### src/rtl/seq_stream_gen.sv
`default_nettype none
// ============================================================================
//  Module   : seq_stream_gen
//  Purpose  : Serial pattern transmitter. Shifts a captured pattern out
//             MSB-first, one bit per clock, repeated reps+1 times.
//  Revision : 1.0 - initial release
// ============================================================================
module seq_stream_gen #(
    parameter int WIDTH = 16,
    parameter int LW    = 5
) (
    input  logic             clock,
    input  logic             reset,
    input  logic             start,
    input  logic [WIDTH-1:0] data,
    input  logic [LW-1:0]    len,
    input  logic [3:0]       reps,
    output logic             x,
    output logic             valid,
    output logic             busy,
    output logic             done
);

    localparam int IW = (WIDTH > 1) ? $clog2(WIDTH) : 1;

    typedef enum logic [1:0] {
        S_IDLE = 2'd0,
        S_SEND = 2'd1,
        S_DONE = 2'd2
    } state_t;

    state_t           r_state;
    state_t           w_state_nxt;
    logic [WIDTH-1:0] r_pat;
    logic [WIDTH-1:0] w_pat_nxt;
    logic [IW-1:0]    r_last;
    logic [IW-1:0]    w_last_nxt;
    logic [IW-1:0]    r_idx;
    logic [IW-1:0]    w_idx_nxt;
    logic [3:0]       r_rep;
    logic [3:0]       w_rep_nxt;
    logic             r_x;
    logic             w_x_nxt;
    logic             r_valid;
    logic             w_valid_nxt;
    logic             r_busy;
    logic             w_busy_nxt;
    logic             r_done;
    logic             w_done_nxt;
    logic [IW-1:0]    w_eff_last;
    logic [IW-1:0]    w_idx_dec;

    // A length of zero or above WIDTH selects the full pattern width.
    always_comb begin
        if ((len == '0) || (len > LW'(WIDTH))) begin
            w_eff_last = IW'(WIDTH - 1);
        end else begin
            w_eff_last = IW'(len - 1'b1);
        end
    end

    assign w_idx_dec = r_idx - 1'b1;

    always_ff @(posedge clock or posedge reset) begin
        if (reset) begin
            r_state <= S_IDLE;
            r_pat   <= '0;
            r_last  <= '0;
            r_idx   <= '0;
            r_rep   <= '0;
            r_x     <= 1'b0;
            r_valid <= 1'b0;
            r_busy  <= 1'b0;
            r_done  <= 1'b0;
        end else begin
            r_state <= w_state_nxt;
            r_pat   <= w_pat_nxt;
            r_last  <= w_last_nxt;
            r_idx   <= w_idx_nxt;
            r_rep   <= w_rep_nxt;
            r_x     <= w_x_nxt;
            r_valid <= w_valid_nxt;
            r_busy  <= w_busy_nxt;
            r_done  <= w_done_nxt;
        end
    end

    // Outputs are computed one cycle ahead and registered with the state.
    always_comb begin
        w_state_nxt = r_state;
        w_pat_nxt   = r_pat;
        w_last_nxt  = r_last;
        w_idx_nxt   = r_idx;
        w_rep_nxt   = r_rep;
        w_x_nxt     = 1'b0;
        w_valid_nxt = 1'b0;
        w_busy_nxt  = 1'b0;
        w_done_nxt  = 1'b0;

        case (r_state)
            S_IDLE: begin
                if (start) begin
                    w_pat_nxt   = data;
                    w_last_nxt  = w_eff_last;
                    w_idx_nxt   = w_eff_last;
                    w_rep_nxt   = reps;
                    w_x_nxt     = data[w_eff_last];
                    w_valid_nxt = 1'b1;
                    w_busy_nxt  = 1'b1;
                    w_state_nxt = S_SEND;
                end
            end

            S_SEND: begin
                w_busy_nxt = 1'b1;
                if (r_idx != '0) begin
                    w_idx_nxt   = w_idx_dec;
                    w_x_nxt     = r_pat[w_idx_dec];
                    w_valid_nxt = 1'b1;
                end else if (r_rep != 4'd0) begin
                    // Reload with no idle gap between repetitions.
                    w_idx_nxt   = r_last;
                    w_rep_nxt   = r_rep - 4'd1;
                    w_x_nxt     = r_pat[r_last];
                    w_valid_nxt = 1'b1;
                end else begin
                    w_done_nxt  = 1'b1;
                    w_state_nxt = S_DONE;
                end
            end

            S_DONE: begin
                w_state_nxt = S_IDLE;
            end

            default: begin
                w_state_nxt = S_IDLE;
            end
        endcase
    end

    assign x     = r_x;
    assign valid = r_valid;
    assign busy  = r_busy;
    assign done  = r_done;

endmodule
`default_nettype wire

### config.mk
export PLATFORM = sky130hd
export DESIGN_NAME = seq_stream_gen
export DESIGN_NICKNAME = d
export VERILOG_FILES = /design/src/rtl/seq_stream_gen.sv
export SDC_FILE = /design/constraint.sdc
export NUM_CORES = 1
export LEC_CHECK = 0
export BUFFER_PORTS_ARGS = -buffer_cell sky130_fd_sc_hd__clkbuf_2
export CORE_MARGIN = 4
export CORE_UTILIZATION = 34
export CTS_BUF_LIST = sky130_fd_sc_hd__clkbuf_4 sky130_fd_sc_hd__clkbuf_8
export DETAILED_ROUTE_END_ITERATION = 10
export SYNTH_ARGS = -nofsm -noshare
export SYNTH_HDL_FRONTEND = slang
export SYNTH_SLANG_ARGS = --single-unit
### constraint.sdc
create_clock -name clock -period 2.6 [get_ports clock]
set_input_delay 0.78 -clock clock [delete_from_list [all_inputs] [get_ports clock]]
set_output_delay 0.78 -clock clock [all_outputs]
set_load 0.01 [all_outputs]
Word level (Yosys, flattened, before mapping)
Cells that the tools add are included.
{ "totals": {"inputBits": 28, "wordCells": 63, "regBits": 34, "out_inout_bits": 4} }
{ "op_classes": {"order_cmp": 4, "n_addsub": 3, "muxes": 31, "n_eq_ne": 6, "n_reduce_logical": 10} }
{ "op_table": {"columns": ["operator", "n"], "rows": [
  ["$mux 4", 7],
  ["$pmux 4 s2", 2],
  ["$lt 4x5->1 const B", 3],
  ["$bmux 1 s4", 3],
  ["$mux 1", 12],
  ["$sub 4x1->4 const B", 3],
  ["$ne 2x2->1 const B", 4],
  ["$reduce_bool 4->1", 2],
  ["$mux 2", 3],
  ["$pmux 1 s2", 3],
  ["$reduce_and 3->1", 2],
  ["$gt 5x5->1 const B", 1],
  ["$logic_not 5->1", 1],
  ["$pmux 2 s2", 1],
  ["$reduce_and 4->1", 1],
  ["$ne 3x3->1 const B", 1],
  ["$eq 2x1->1 const B", 1],
  ["$logic_not 2->1", 1],
  ["$reduce_and 2->1", 1],
  ["$reduce_bool 2->1", 1],
  ["$logic_or 1x1->1", 1]
]} }

Longest topological paths before layout
{ "depth": {"depth_word": 7, "mapped_depth": 10} }

Worst setup path before layout
Ideal clock, no wire load.
{ "synth_timing": {"path_kind": "input -> register", "start": "input len[0]", "end": "register r_x, in the netlist x", "t_arrival_ps": 2226, "required_time_ps": 2470, "n_path_buf": 0, "slack_ps": 244, "path_stages": 8, "setup_time_ps": 130, "cell_sequence": "inv_1 > ha_1 > xor2_2 > nor2_2 > mux4_1 > mux2i_1 > or3_1 > o211ai_1"} }
{ "synth_via": {"elab_chain_len": 7} }
{ "synth_rtl": {"columns": ["item", "line_no", "text"], "rows": [
  ["from (decl)", "16", "input logic [LW-1:0] len,"],
  ["$gt 5x5->1 or $logic_not 5->1 (tied branches)", "55", "if ((len == '0) || (len > LW'(WIDTH))) begin"],
  ["$logic_or 1x1->1", "55", null],
  ["$mux 4 *", "55", null],
  ["$bmux 1 s4 *", "107", "w_x_nxt = data[w_eff_last];"],
  ["$mux 1 (implied by the code) *", "107", null],
  ["$mux 1 *", "102", "if (start) begin"],
  ["$pmux 1 s2 *", "100", "case (r_state)"],
  ["via w_x_nxt", "43", "logic w_x_nxt;"],
  ["to (signal assigned)", "81", "r_x <= w_x_nxt;"],
  ["to (decl)", "42", "logic r_x;"]
]} }
Mark *: on every way through the listed nets, which the timed path passes. The rest lies on a longest branch. The select of a mux whose other input is x is not followed.
A chain may end at the register's enable or synchronous reset.

Worst setup path in the final report
{ "layout_timing": {"start": "register r_idx[1]", "end": "register r_x, in the netlist x"} }
{ "layout_via": {"elab_chain_len": 5} }
{ "layout_rtl": {"columns": ["item", "line_no", "text"], "rows": [
  ["from (decl)", "38", "logic [IW-1:0] r_idx;"],
  ["from (signal assigned)", "79", "r_idx <= w_idx_nxt;"],
  ["$sub 4x1->4", "62", "assign w_idx_dec = r_idx - 1'b1;"],
  ["$bmux 1 s4", "118", "w_x_nxt = r_pat[w_idx_dec];"],
  ["$mux 1 (implied by the code)", "118", null],
  ["$mux 1 *", "116", "if (r_idx != '0) begin"],
  ["$pmux 1 s2 *", "100", null],
  ["via w_x_nxt", "43", null]
]} }
Marked as above.

==> results_dict.tcl <==
set metrics [dict create \
    hp-class "reg2reg" \
    status "complete, no violations" \
    crit_type "reg2reg" \
    path_cells "inv_1, ha_1, mux4_2, nor4b_1, nor4_1, o21ai_0, or3_1, o211ai_1" \
    post-route-min-period_ns 2.303 \
    cts_setup_buffers 0 \
    gp_congestion 0.8388 \
    synth_edf_count 0 \
    critPathSlowestCell "mux4_2" \
    synth_area_um2 2157 \
    routed-via-count 1845 \
    cts.htree.levels 2 \
    grt_pass1_vias 1869 \
    crit_required_ns 2.78 \
    fin_skew_ns 0.009065 \
    min_from "r_state[1]" \
    root_buffer "clkbuf_8" \
    cts_sinks 34 \
    synthDistinctLibCells 43 \
    synth_area_leaders "dfrtp_1 (39%), mux4_2 (11%), nand2_1 (11%)" \
    die-area_um2 7683 \
    top_layer "met4" \
    synthFlopType "dfrtp_1" \
    cp_max_fo 9 \
    rsz0062_at_grt "false" \
    cts.path.max_buffers 2 \
    antenna_found_initial 0 \
    async_reset_ff_share_pct 100.0 \
    drv_slew 0 \
    io_buffers 31 \
    hold_violations 0 \
    tightestPinTransition_ns 0.5586 \
    syn_nets 272 \
    max_freq_mhz 434.1 \
    final_nets 307 \
    die_width_um 87.65 \
    syn_inst 240 \
    regArea_um2 850.8 \
    wl_met1_um 2547 \
    drt_iter0_markers 103 \
    area_delta_synth_final_pct 17.69 \
    cts_tree "done" \
    ys_seq_area_share_pct 39.44 \
    pin_count 32 \
    setup.worst_path.end_class "flip-flop" \
    cts_resized 0 \
    fin_hold_ws_ns 0.5034 \
    final_cell_area_um2 2539 \
    ys_seq_elements 34 \
    viasPerCell 5.256 \
    die_h_um 87.65 \
    finalCritPeriodShare_pct 88.60 \
    postCtsHoldBufs 0 \
    power_leakage_nw 1.192 \
    drv_cap 0 \
    fin_tns_setup_ns 0 \
    fillers 624 \
    core_um2 6026 \
    setup_ws_ns 0.2965 \
    r2r_start "r_idx[1]" \
    antenna_left 0 \
    first_pass_iters 4 \
    final_util_pct 42.13 \
    peakVddDrop_mv 0.5203 \
    grt_use_total_pct 15.74 \
    ys_warn_count 0 \
    timing.critical_path.slowest_cell_delay_ns 0.56 \
    drc 0 \
    grt_max_degree 35 \
    cp.arrival_ns 2.48 \
    wl_per_cell_um 15.65 \
    start_util_pct 35.80 \
    met2_length_um 2489 \
    diodes 0 \
    clk_latency_ns 0.29 \
    setup_viol 0 \
    grt.overflow.total 0 \
    crit_path_start "r_idx[1]" \
    grt_pass1_wl_um 9308 \
    dp_slack_ns 0.08348 \
    power_density_nw_per_um2 1157 \
    drt-total-wl_um 5492 \
    cp-start-kind "flip-flop" \
    yosysTopAreaCell "dfrtp_1" \
    avgSynthCellArea_um2 8.988 \
    multi_input_area_um2 1201 \
    synth_top_area_share_pct 39.44 \
    slew_headroom_pct 62.76 \
    cts_made_buffers 5 \
    post_route_cells_drive_above_1_share_pct 23.91 \
    dp_hpwl_um 4150 \
    clk_pin_slew_ns 0.07 \
    dr_wl_met3_um 320 \
    rows 28 \
    dpl_cell_area_um2 2425 \
]
cells by family (layout without fill, tap and decap cells):
kind of cell | after synthesis | count (layout) | share of synthesized area (%)
adders and majority gates | 4 | 4 | 2.320
and+or+nand+nor | 110 | 110 | 22.68
xor gates and xnor gates | 2 | 2 | 1.160
buffers and inverters | 26 | 62 | 4.873
muxes | 19 | 19 | 16.88
DFF | 34 | 34 | 39.44
AOI/OAI and AO/OA | 45 | 45 | 12.65
stage by stage:
stage,total power [mW],cells
floorplan,2.075,240
global placement,2.416,343
detailed placement,2.445,343
CTS,2.954,351
global route,3.198,351
finish,2.937,351
flip-flops by register name (all words and copies together), names as in the netlist, 2 cells and up:
name	cells
r_last	4
r_state	2
r_rep	4
r_pat	16
r_idx	4
layout make-up:
class	count	share of cell area [%]
clock buffer	7	3.302
tap	75	3.696
sequential	34	33.51
inverter	13	1.922
clock inverter	1	1.183
multi-input combinational	180	47.31
timing repair buffer	41	9.069
report_power, final:
part,leakage [nW],switching [mW],internal (mW)
registers,0.409,0.266,0.765
clock network,0.0593,0.194,0.308
logic,0.723,0.680,0.724
cell usage after synthesis, types with 2 or more instances:
master / count
nor2b_1: 2
o21ai_0: 17
nor4b_1: 2
buf_2: 6
nand3_1: 5
nand2_1: 63
o41ai_1: 2
clkbuf_1: 7
nor2_1: 16
nor3_1: 6
mux4_1: 2
nand2b_1: 3
nor4_1: 2
or3_1: 2
inv_1: 13
mux2i_1: 3
mux2_2: 3
mux4_2: 11
dfrtp_1: 34
o211ai_1: 3
o22ai_1: 2
and2_1: 2
a21oi_1: 11
ha_1: 4
metal layers:
layer	up-vias	track usage [%]
li1	916	-
met1	870	20.60
met2	44	24.73
met3	15	5.080
met4	0	5.160
met5	-	0
path summary, 6_finish.rpt:
kind                       cells after the start        to  slack (ns)
setup / recovery                               8         x        0.30
hold / removal                                 1      busy        0.50
setup reg to reg                               8         x        0.30
hold reg to reg                                1      busy        0.50
max in group asynchronous                      3  r_idx[0]        1.71
min in group asynchronous                      3     valid        0.56
critical path: cells and delay by family, from the launching register on:
family	cells	cell delay [ns]
mux	1	0.56
fa+ha+maj	1	0.53
simple gates	3	0.48
flops	1	0.38
compound gates	2	0.17
buf+inv	1	0.05
placed cells by master, fill, tap and decap left out, types with 2 or more instances in the layout:
cell,instances
o41ai_1,2
nand2b_1,3
mux4_2,11
nand3_1,5
mux2_2,3
nor4b_1,2
nand2_1,63
and2_1,2
ha_1,4
a21oi_1,11
or3_1,2
nor3_1,6
mux2i_1,3
clkbuf_4,2
o21ai_0,17
dfrtp_1,34
inv_1,13
nor4_1,2
o211ai_1,3
nor2_1,16
buf_4,10
mux4_1,2
o22ai_1,2
nor2b_1,2
clkbuf_8,5
clkbuf_2,31
Note: power is estimated with default switching activity, not from simulation.
